$ cat config.mk
export PLATFORM = sky130hd
export DESIGN_NAME = usb_tx_encoder_flat
export DESIGN_NICKNAME = d
export VERILOG_FILES = /design/src/rtl/usb_tx_encoder_if.sv /design/src/rtl/usb_tx_encoder.sv /design/src/flat_wrapper.sv
export SDC_FILE = /design/constraint.sdc
export NUM_CORES = 1
export LEC_CHECK = 0
export BUFFER_PORTS_ARGS = -buffer_cell sky130_fd_sc_hd__buf_2
export CAP_MARGIN = 25
export CORE_MARGIN = 2
export CORE_UTILIZATION = 51
export DETAILED_ROUTE_END_ITERATION = 7
export PLACE_DENSITY = 0.69
export SETUP_SLACK_MARGIN = 0.5
export SLEW_MARGIN = 20
export SYNTH_ARGS = -nofsm -noshare
export SYNTH_HDL_FRONTEND = slang
export SYNTH_SLANG_ARGS = --single-unit
$ cat constraint.sdc
create_clock -name clk -period 6.4 [get_ports clk]
set_input_delay 0.32 -clock clk [delete_from_list [all_inputs] [get_ports clk]]
set_output_delay 0.32 -clock clk [all_outputs]
set_load 0.02 [all_outputs]
$ cat src/rtl/usb_tx_encoder_if.sv
// Handshake bundle between the protocol controller / data_buffer side and the
// full-speed USB transmit encoder. The master side issues requests and supplies
// payload bytes. The slave side is the encoder, which reports fetch/busy/fault.
interface usb_tx_encoder_if;
  logic       tx_start;
  logic [2:0] tx_packet;
  logic [6:0] buffer_occupancy;
  logic [7:0] tx_packet_data;
  logic       get_tx_packet_data;
  logic       tx_transfer_active;
  logic       tx_error;

  modport master (
    output tx_start, tx_packet, buffer_occupancy, tx_packet_data,
    input  get_tx_packet_data, tx_transfer_active, tx_error
  );

  modport slave (
    input  tx_start, tx_packet, buffer_occupancy, tx_packet_data,
    output get_tx_packet_data, tx_transfer_active, tx_error
  );
endinterface

$ cat src/rtl/usb_tx_encoder.sv
// Full-speed USB transmitter. On an accepted request it sends the following
// fields, bit-stuffed and NRZI-encoded onto dplus_out/dminus_out:
//   SYNC, PID, payload (fetched byte-by-byte from data_buffer), CRC16, EOP.
// Optional feature macro: USB_TX_UNDERRUN_CHECK_EN. When it is defined, the
// encoder aborts a data packet if data_buffer is empty when a payload byte
// is due to be fetched.
module usb_tx_encoder #(
  parameter int unsigned CLKS_PER_BIT = 8,
  parameter int unsigned MAX_PAYLOAD  = 64
) (
  input  logic            clk,
  input  logic            n_rst,
  usb_tx_encoder_if.slave bus,
  output logic            dplus_out,
  output logic            dminus_out
);

  typedef enum logic [2:0] {
    S_IDLE,
    S_SYNC,
    S_PID,
    S_PAYLOAD,
    S_CRC_LO,
    S_CRC_HI,
    S_EOP_SE0,
    S_EOP_J
  } state_t;

  localparam int unsigned   TW        = (CLKS_PER_BIT > 1) ? $clog2(CLKS_PER_BIT) : 1;
  localparam logic [TW-1:0] TMR_LAST  = TW'(CLKS_PER_BIT - 1);
  localparam logic [7:0]    SYNC_BYTE = 8'h80;

  state_t        state, state_n;
  logic [TW-1:0] tmr, tmr_n;
  logic [2:0]    bit_idx, bit_idx_n;
  logic [7:0]    shreg, shreg_n;
  logic [7:0]    pid_byte, pid_byte_n;
  logic [7:0]    nxt, nxt_n;
  logic [15:0]   crc, crc_n;
  logic [6:0]    bytes_left, bytes_left_n;
  logic [2:0]    ones, ones_n;
  logic          stuffing, stuffing_n;
  logic          line_k, line_k_n;
  logic          se0_cnt, se0_cnt_n;
  logic          is_data, is_data_n;
  logic          have_next, have_next_n;
  logic          abort, abort_n;
  logic          get_q, get_n, get_d;
  logic          err_q, err_n;

  logic          emit_en, emit_bit;
  logic          load_en;
  logic [7:0]    load_byte;
  logic          fetch_req;

  logic [3:0]    req_pid;
  logic          req_ok, req_data;

  // Reflected CRC16 (poly 0x8005 as 0xA001), one byte processed LSB first.
  function automatic logic [15:0] crc16_byte(input logic [15:0] c, input logic [7:0] d);
    logic [15:0] r;
    r = c;
    for (int unsigned i = 0; i < 8; i++) begin
      if (r[0] ^ d[i]) r = (r >> 1) ^ 16'hA001;
      else             r = r >> 1;
    end
    return r;
  endfunction

  // Decode the requested packet type and decide whether it can be accepted.
  always_comb begin
    req_pid  = '0;
    req_ok   = 1'b0;
    req_data = 1'b0;
    unique case (bus.tx_packet)
      3'd1: begin req_pid = 4'b0011; req_ok = 1'b1; req_data = 1'b1; end
      3'd2: begin req_pid = 4'b1011; req_ok = 1'b1; req_data = 1'b1; end
      3'd3: begin req_pid = 4'b0010; req_ok = 1'b1; end
      3'd4: begin req_pid = 4'b1010; req_ok = 1'b1; end
      3'd5: begin req_pid = 4'b1110; req_ok = 1'b1; end
      default: ;
    endcase
    if (req_data && (32'(bus.buffer_occupancy) > MAX_PAYLOAD)) req_ok = 1'b0;
  end

  // Next-state logic. Every field advances only on a bit-time boundary; the
  // stuff check runs before normal advance so owed stuff bits precede EOP.
  always_comb begin
    state_n      = state;
    tmr_n        = tmr;
    bit_idx_n    = bit_idx;
    shreg_n      = shreg;
    pid_byte_n   = pid_byte;
    nxt_n        = get_d ? bus.tx_packet_data : nxt;
    crc_n        = crc;
    bytes_left_n = bytes_left;
    ones_n       = ones;
    stuffing_n   = stuffing;
    line_k_n     = line_k;
    se0_cnt_n    = se0_cnt;
    is_data_n    = is_data;
    have_next_n  = have_next;
    abort_n      = abort;
    get_n        = 1'b0;
    err_n        = 1'b0;
    emit_en      = 1'b0;
    emit_bit     = 1'b0;
    load_en      = 1'b0;
    load_byte    = '0;
    fetch_req    = 1'b0;

    if (state == S_IDLE) begin
      if (bus.tx_start) begin
        if (req_ok) begin
          state_n      = S_SYNC;
          tmr_n        = '0;
          bit_idx_n    = '0;
          pid_byte_n   = {~req_pid, req_pid};
          crc_n        = 16'hFFFF;
          bytes_left_n = req_data ? bus.buffer_occupancy : '0;
          is_data_n    = req_data;
          have_next_n  = 1'b0;
          abort_n      = 1'b0;
          stuffing_n   = 1'b0;
          shreg_n      = SYNC_BYTE;
          emit_en      = 1'b1;
          emit_bit     = SYNC_BYTE[0];
        end else begin
          err_n = 1'b1;
        end
      end
    end else begin
      tmr_n = (tmr == TMR_LAST) ? '0 : tmr + TW'(1);
      if (tmr == TMR_LAST) begin
        unique case (state)
          S_EOP_SE0: begin
            if (se0_cnt) begin
              state_n  = S_EOP_J;
              line_k_n = 1'b0;
            end else begin
              se0_cnt_n = 1'b1;
            end
          end
          S_EOP_J: begin
            state_n = S_IDLE;
          end
          default: begin
            if (state != S_SYNC && !stuffing && ones == 3'd6) begin
              stuffing_n = 1'b1;
              emit_en    = 1'b1;
              emit_bit   = 1'b0;
            end else begin
              stuffing_n = 1'b0;
              if (bit_idx != 3'd7) begin
                bit_idx_n = bit_idx + 3'd1;
                emit_en   = 1'b1;
                emit_bit  = shreg[bit_idx_n];
                if (bit_idx_n == 3'd7 && !abort && bytes_left != '0 &&
                    (state == S_PAYLOAD || (state == S_PID && is_data)))
                  fetch_req = 1'b1;
              end else begin
                bit_idx_n = '0;
                unique case (state)
                  S_SYNC: begin
                    state_n   = S_PID;
                    load_en   = 1'b1;
                    load_byte = pid_byte;
                  end
                  S_PID, S_PAYLOAD: begin
                    if (!is_data || abort) begin
                      state_n   = S_EOP_SE0;
                      se0_cnt_n = 1'b0;
                    end else if (have_next) begin
                      state_n     = S_PAYLOAD;
                      load_en     = 1'b1;
                      load_byte   = nxt;
                      crc_n       = crc16_byte(crc, nxt);
                      have_next_n = 1'b0;
                    end else begin
                      state_n   = S_CRC_LO;
                      load_en   = 1'b1;
                      load_byte = ~crc[7:0];
                    end
                  end
                  S_CRC_LO: begin
                    state_n   = S_CRC_HI;
                    load_en   = 1'b1;
                    load_byte = ~crc[15:8];
                  end
                  default: begin
                    state_n   = S_EOP_SE0;
                    se0_cnt_n = 1'b0;
                  end
                endcase
              end
            end
          end
        endcase
      end
    end

    if (fetch_req) begin
`ifdef USB_TX_UNDERRUN_CHECK_EN
      if (bus.buffer_occupancy == '0) begin
        abort_n = 1'b1;
        err_n   = 1'b1;
      end else begin
        get_n        = 1'b1;
        bytes_left_n = bytes_left - 7'd1;
        have_next_n  = 1'b1;
      end
`else
      get_n        = 1'b1;
      bytes_left_n = bytes_left - 7'd1;
      have_next_n  = 1'b1;
`endif
    end

    if (load_en) begin
      shreg_n  = load_byte;
      emit_en  = 1'b1;
      emit_bit = load_byte[0];
    end

    // NRZI: a 0 toggles the line, a 1 holds it; runs of 1s feed the stuffer.
    if (emit_en) begin
      line_k_n = emit_bit ? line_k : ~line_k;
      ones_n   = emit_bit ? ones + 3'd1 : '0;
    end
  end

  // State and datapath registers; reset parks the line at J in IDLE.
  always_ff @(posedge clk or negedge n_rst) begin
    if (!n_rst) begin
      state      <= S_IDLE;
      tmr        <= '0;
      bit_idx    <= '0;
      shreg      <= '0;
      pid_byte   <= '0;
      nxt        <= '0;
      crc        <= '1;
      bytes_left <= '0;
      ones       <= '0;
      stuffing   <= 1'b0;
      line_k     <= 1'b0;
      se0_cnt    <= 1'b0;
      is_data    <= 1'b0;
      have_next  <= 1'b0;
      abort      <= 1'b0;
      get_q      <= 1'b0;
      get_d      <= 1'b0;
      err_q      <= 1'b0;
    end else begin
      state      <= state_n;
      tmr        <= tmr_n;
      bit_idx    <= bit_idx_n;
      shreg      <= shreg_n;
      pid_byte   <= pid_byte_n;
      nxt        <= nxt_n;
      crc        <= crc_n;
      bytes_left <= bytes_left_n;
      ones       <= ones_n;
      stuffing   <= stuffing_n;
      line_k     <= line_k_n;
      se0_cnt    <= se0_cnt_n;
      is_data    <= is_data_n;
      have_next  <= have_next_n;
      abort      <= abort_n;
      get_q      <= get_n;
      get_d      <= get_q;
      err_q      <= err_n;
    end
  end

  assign bus.get_tx_packet_data = get_q;
  assign bus.tx_transfer_active = (state != S_IDLE);
  assign bus.tx_error           = err_q;
  assign dplus_out              = (state == S_EOP_SE0) ? 1'b0 : ~line_k;
  assign dminus_out             = (state == S_EOP_SE0) ? 1'b0 : line_k;

endmodule
$ cat src/flat_wrapper.sv
// flat-port wrapper written by rule: the top's interface ports become plain ports
module usb_tx_encoder_flat 
#(
  parameter int unsigned CLKS_PER_BIT = 8,
  parameter int unsigned MAX_PAYLOAD  = 64
)
  (clk, n_rst, dplus_out, dminus_out, bus_tx_start, bus_tx_packet, bus_buffer_occupancy, bus_tx_packet_data, bus_get_tx_packet_data, bus_tx_transfer_active, bus_tx_error);
  usb_tx_encoder_if bus_i ();
  input  logic clk;
  input  logic n_rst;
  output logic dplus_out;
  output logic dminus_out;
  input wire logic [$bits(bus_i.tx_start)-1:0] bus_tx_start;
  input wire logic [$bits(bus_i.tx_packet)-1:0] bus_tx_packet;
  input wire logic [$bits(bus_i.buffer_occupancy)-1:0] bus_buffer_occupancy;
  input wire logic [$bits(bus_i.tx_packet_data)-1:0] bus_tx_packet_data;
  output wire logic [$bits(bus_i.get_tx_packet_data)-1:0] bus_get_tx_packet_data;
  output wire logic [$bits(bus_i.tx_transfer_active)-1:0] bus_tx_transfer_active;
  output wire logic [$bits(bus_i.tx_error)-1:0] bus_tx_error;
  assign bus_i.tx_start = bus_tx_start;
  assign bus_i.tx_packet = bus_tx_packet;
  assign bus_i.buffer_occupancy = bus_buffer_occupancy;
  assign bus_i.tx_packet_data = bus_tx_packet_data;
  assign bus_get_tx_packet_data = bus_i.get_tx_packet_data;
  assign bus_tx_transfer_active = bus_i.tx_transfer_active;
  assign bus_tx_error = bus_i.tx_error;
  usb_tx_encoder #(.CLKS_PER_BIT(CLKS_PER_BIT), .MAX_PAYLOAD(MAX_PAYLOAD)) u_core (.clk(clk), .n_rst(n_rst), .bus(bus_i), .dplus_out(dplus_out), .dminus_out(dminus_out));
endmodule
## After elaboration in Yosys (flattened, before gate mapping)

Cells that the tools add are included.

- Output and inout port bits: 5
- Word-level logic and storage cells: 300
- Input bits: 21
- Register bits after elaboration: 67

- Bitwise logic cells: 22
- Add/sub/neg operators: 4
- Equality and inequality tests: 37
- Mux-type cells: 176
- Reductions and logical operators: 42
- Magnitude comparators: 2

Operator list:

| kind | count |
|---|---|
| 2-to-1 mux 16 bit | 74 |
| 2-to-1 mux 8 bit | 11 |
| 2-to-1 mux 1 bit | 59 |
| 2-to-1 mux 3 bit | 19 |
| 2-to-1 mux 7 bit | 5 |
| == test 3 bit (second input constant) | 8 |
| inequality test 3 x 1 -> 1 bit (second input constant) | 8 |
| NOT 2 -> 3 bit | 8 |
| case mux 8 bit (3 select lines) | 1 |
| nonzero test 2 bit | 12 |
| case mux 4 bit (5 select lines) | 1 |
| NOT 8 bit | 2 |
| inequality test 2 x 1 -> 1 bit (second input constant) | 7 |
| == test 3 x 2 -> 1 bit (second input constant) | 4 |
| AND reduction 5 bit | 2 |
| adder 3 x 1 -> 3 bit (second input constant) | 3 |
| case mux 3 bit (3 select lines) | 1 |
| AND reduction 3 bit | 3 |
| AND reduction 9 bit | 1 |
| nonzero test 3 bit | 3 |
| inequality test 2 bit (second input constant) | 4 |
| inequality test 4 x 3 -> 1 bit (second input constant) | 2 |
| AND reduction 8 bit | 1 |
| OR reduction 2 bit | 4 |
| other kinds (22) | 40 |

## Longest topological paths before layout

- Depth in word-level cells: 80
- Depth in mapped cells: 10
- Depth with buffers taken out: 8

## Worst setup path before layout

No wires, ideal clock.

- Path kind: register to register
- From: register u_core.tmr[0]
- To: register u_core.bytes_left[3]
- Cell stages (with the launch flop): 11
- Period minus slack after synthesis: 2.231 ns
- Slack: 4.169 ns
- Path buffers: 2
- Library setup time: 0.146 ns
- Data required time: 6.254 ns
- Arrival time: 2.085 ns
- Path through: dfrtp_1 > ha_1 > ha_1 > clkbuf_1 > a21boi_0 > o2111ai_1 > nor3_2 > buf_2 > nand2_1 > a21oi_1 > a221oi_1

- Cells in the longest elaborated chain, start to end: 5
- Elaborated cells between the ends (all ways): 8
- Those cells by class: eq/ne: 1; mux: 3; reduce/logical: 4

Ends and longest elaborated chain:

| what | RTL line | source |
|---|---|---|
| start, declared | usb_tx_encoder.sv:34 | `logic [TW-1:0] tmr, tmr_n;` |
| start signal, assigned | usb_tx_encoder.sv:255 | `tmr <= tmr_n;` |
| == test 3 bit * | usb_tx_encoder.sv:134 | `if (tmr == TMR_LAST) begin` |
| 2-to-1 mux 1 bit * | usb_tx_encoder.sv:134 |  |
| 2-to-1 mux 1 bit * | usb_tx_encoder.sv:112 | `if (state == S_IDLE) begin` |
| net u_core.fetch_req | usb_tx_encoder.sv:54 | `logic fetch_req;` |
| nonzero test 2 bit (no line) | n/a |  |
| AND reduction 3 bit (no line) | n/a |  |
| end signal, assigned | usb_tx_encoder.sv:261 | `bytes_left <= bytes_left_n;` |
| end, declared | usb_tx_encoder.sv:40 | `logic [6:0] bytes_left, bytes_left_n;` |

Mark *: on every way through the listed nets, which the timed path passes. The rest lies on a longest branch.
A chain may end at the register's enable or synchronous reset.

## Worst setup path in the final report

- From: register u_core.state[0]
- To: register u_core.bytes_left[4]

- Cells in the longest elaborated chain, start to end: 12
- Elaborated cells between the ends (all ways): 23
- Those cells by class: eq/ne: 5; mux: 7; reduce/logical: 11

Ends and longest elaborated chain:

| what | RTL line | source |
|---|---|---|
| start, declared | usb_tx_encoder.sv:33 | `state_t state, state_n;` |
| start signal, assigned | usb_tx_encoder.sv:254 | `state <= state_n;` |
| == test 3 x 2 -> 1 bit | usb_tx_encoder.sv:159 | `(state == S_PAYLOAD \|\| (state == S_PID && is_data)))` |
| logical AND 1 bit | usb_tx_encoder.sv:159 |  |
| logical OR 1 bit | usb_tx_encoder.sv:159 |  |
| logical AND 1 bit | usb_tx_encoder.sv:158 | `if (bit_idx_n == 3'd7 && !abort && bytes_left != '0 &&` |
| 2-to-1 mux 1 bit | usb_tx_encoder.sv:158 |  |
| 2-to-1 mux 1 bit | usb_tx_encoder.sv:154 | `if (bit_idx != 3'd7) begin` |
| 2-to-1 mux 1 bit | usb_tx_encoder.sv:148 | `if (state != S_SYNC && !stuffing && ones == 3'd6) begin` |
| 2-to-1 mux 1 bit | usb_tx_encoder.sv:135 | `unique case (state)` |
| 2-to-1 mux 1 bit | usb_tx_encoder.sv:134 |  |
| 2-to-1 mux 1 bit | usb_tx_encoder.sv:112 |  |
| nonzero test 2 bit (no line) | n/a |  |
| AND reduction 3 bit (no line) | n/a |  |

Several ways; a longest one is shown, not always the timed one.

==> run_results.csv <==
group,metric,value,unit
pwr,switching_share,36.96,%
route,wl_per_cell,16.77,um
worst_setup_path,critical_path_class,"register to register",
placed_design,numPortBuffers,25,
sta,finalMaxSlewViolations,0,
grt,antenna_found_initial,0,
cts,clkTransAtPathRegs,0.07,ns
cts,h-tree-depth,3,
sta,whs,0.1700,ns
route,vias,2693,
floorplanning,num_rows,30,
yosys,synth_edf_count,0,
placed_design,dp.cells,451,
sta,clock.fmax,0.3428,GHz
worst_setup_path,arrival,3.15,ns
cts,cts_sinks,67,
sta,fin_tns_setup,0,ns
cts,postCtsResizedCells,0,
yosys,synth_area_leaders,"dfrtp_1, dfstp_2, nand2_1",
cts,postCtsSetupBuffers,0,
pwr,comb_power_share,37.8,%
yosys,synth_area_per_cell,10.39,um^2
floorplanning,die-area,7692,um^2
worst_setup_path,crit_path_max_fanout,15,
layout,fin_util,58.95,%
yosys,synth.yosys.seq_area_share,47.48,%
sta,relSlewSlack,32.28,%
pwr,internal-power,1.149,mW
worst_setup_path,end_kind,"register",
sta,timing.final.crit_period,2.917,ns
yosys,yosysTopAreaCellShare,35.71,%
yosys,yosysMostFrequentCell,"dfrtp_1",
pwr,peakVddDrop,0.2205,mV
floorplanning,die_w,87.71,um
pwr,p_leak,1.670,nW
yosys,synth_cells,344,
yosys,synth.cell_area,3573,um^2
worst_setup_path,rr_worst_depth,6,
sta,setup_ws,3.483,ns
pwr,power_frac_clock,21.9,%
yosys,ys_ff_latch,67,
route,first_pass_iters,4,
grt,grt_usage,22.03,%
pwr,power.switching,0.6735,mW
yosys,netlist.top_cell.by_area,"dfrtp_1",
placed_design,pre_cts_ws,3.543,ns
worst_setup_path,cp.required,6.64,ns
route,viasPerCell,5.767,
yosys,yosys_most_used_dff,"dfrtp_1",
route,drt_iter0_markers,157,
grt,grt_max_degree,68,
cts,numCtsBuffers,9,
route,ant_nets,0,
yosys,async_flop_share,100.0,%
layout,drive_gt1_share,23.99,%
floorplanning,boundaryPins,26,
sta,setup_viol,0,
pwr,seq_power_share,40.2,%
layout,diodes,0,
yosys,synth_cell_types,58,
pwr,powerDensity,455.0,nW/um^2
cts,cts_tree,"yes",
layout,areaGrowthSynthToFinish,12.08,%
layout,finalNetCount,395,
cts,hold_buffers,0,
yosys,synth_common_cells,"dfrtp_1, nand2_1, a21oi_1",
sta,rsz0062_at_grt,"no",
placed_design,place_congestion,0.8405,
sta,hold_viol,0,
layout,fin_cells,467,
grt,grt_first_pass_wirelength,12.90,mm
route,drc,0,
cts,cts_buffer_depth,2,
flow_run,drv_cap,0,
grt,grt-ovfl-total,0,
route,wl,7.832,mm
placed_design,dpl.hpwl,5.400,mm
cts,cts_root_buf,"clkbuf_8",
floorplanning,core,6794,um^2
floorplanning,die_h,87.71,um
status,status,"complete, no violations",
cts,clkLatencyLatePin,0.34,ns
sta,fin_skew,0.004358,ns
worst_hold_path,hp-class,"primary input to async pin",
worst_setup_path,worstSetupStartpointType,"register",
sta,worstMarginPinSlew,1.009,ns
floorplanning,initial_core_util,52.60,%
yosys,ys_warn_count,0,
grt,grt_pass1_vias,2608,
yosys,syn-num-nets,373,
sta,post-route-period-util,45.58,%
[area by class of cell]
type,count,area [um^2]
clock inverter,6,88.84
clock buffer,10,137.6
sequential,67,1697
inverter,15,56.30
timing repair buffer,27,140.1
tap,96,120.1
fill,564,2789
multi-input combinational,246,1765
[power by group through the flow]
stage | logic, mW | clock network, mW | registers (mW)
after floorplan | 0.584 | 0 | 0.678
after global placement | 0.669 | 0 | 0.729
after detailed placement | 0.685 | 0 | 0.736
after CTS | 0.692 | 0.403 | 0.729
after global routing | 0.768 | 0.429 | 0.753
final | 0.690 | 0.399 | 0.733
[critical path: stages (launching register included)]
cell and delay, ns:
dfrtp_1 0.65, nor3b_4 0.52, o2111ai_1 0.34, nor3_2 0.72, or2_2 0.29, a21oi_1 0.07
a221oi_1 0.22
[registers in the layout, indices dropped and copies added (netlist names), 3 cells and up]
name	cells
u_core.bytes_left	7
u_core.nxt	8
u_core.ones	3
u_core.shreg	8
u_core.state	3
u_core.crc	16
u_core.bit_idx	3
u_core.pid_byte	8
u_core.tmr	3
[kinds of logic (layout without fill, tap and decap cells)]
kind of cell    Yosys count  after routing  share of synthesized area [%]
flops                    67             67                          47.48
xor+xnor                 24             24                          7.213
buf+inv                  31             58                          3.431
mux                      16             16                          5.602
compound gates           99             99                          19.29
fa+ha+maj                 8              8                          2.801
simple gates             99             99                          14.18
[placed cells by master, fill, tap and decap left out, drive strengths merged, types with 5 or more instances in the layout]
cell,Yosys,layout
o221ai,8,8
dfrtp,51,51
dfstp,16,16
nand3,6,6
a21oi,21,21
a2bb2oi,11,11
mux2,12,12
inv,15,15
clkbuf,12,10
nand3b,5,5
o22ai,6,6
xnor2,20,20
nor2,18,18
o21ai,20,20
buf,4,27
ha,8,8
nand2,43,43
o22a,5,5
[per-layer routing]
layer  track usage, %  wire length (um)  vias to the layer above  share of wire (%)
li1                 -                 -                     1293                  -
met1            31.85              3769                     1342                 48
met2            33.47              3705                       53                 47
met3            4.336               311                        5                4.0
met4            7.273                45                        0               0.57
met5                0                 0                        -                  0
[final timing paths]
| check | start | end | slack, ns |
|---|---|---|---|
| setup / recovery | u_core.state[0] | u_core.bytes_left[4] | 3.48 |
| hold / removal | n_rst | u_core.nxt[7] | 0.17 |
| setup reg to reg | u_core.state[0] | u_core.bytes_left[4] | 3.48 |
| hold reg to reg | u_core.bus.get_tx_packet_data | u_core.get_d | 0.42 |
| max in group asynchronous | n_rst | u_core.bytes_left[2] | 5.70 |
| min in group clk | bus_tx_packet_data[1] | u_core.nxt[1] | 0.21 |
[through the flow]
stage          instance area [um^2]  power [mW]
6_report                       4005       1.822
5_1_grt                        4005       1.950
4_1_cts                        4005       1.824
3_5_place_dp                   3779       1.421
3_3_place_gp                   3779       1.398
2_1_floorplan                  3573       1.262
(Power assumes the default switching activity.)
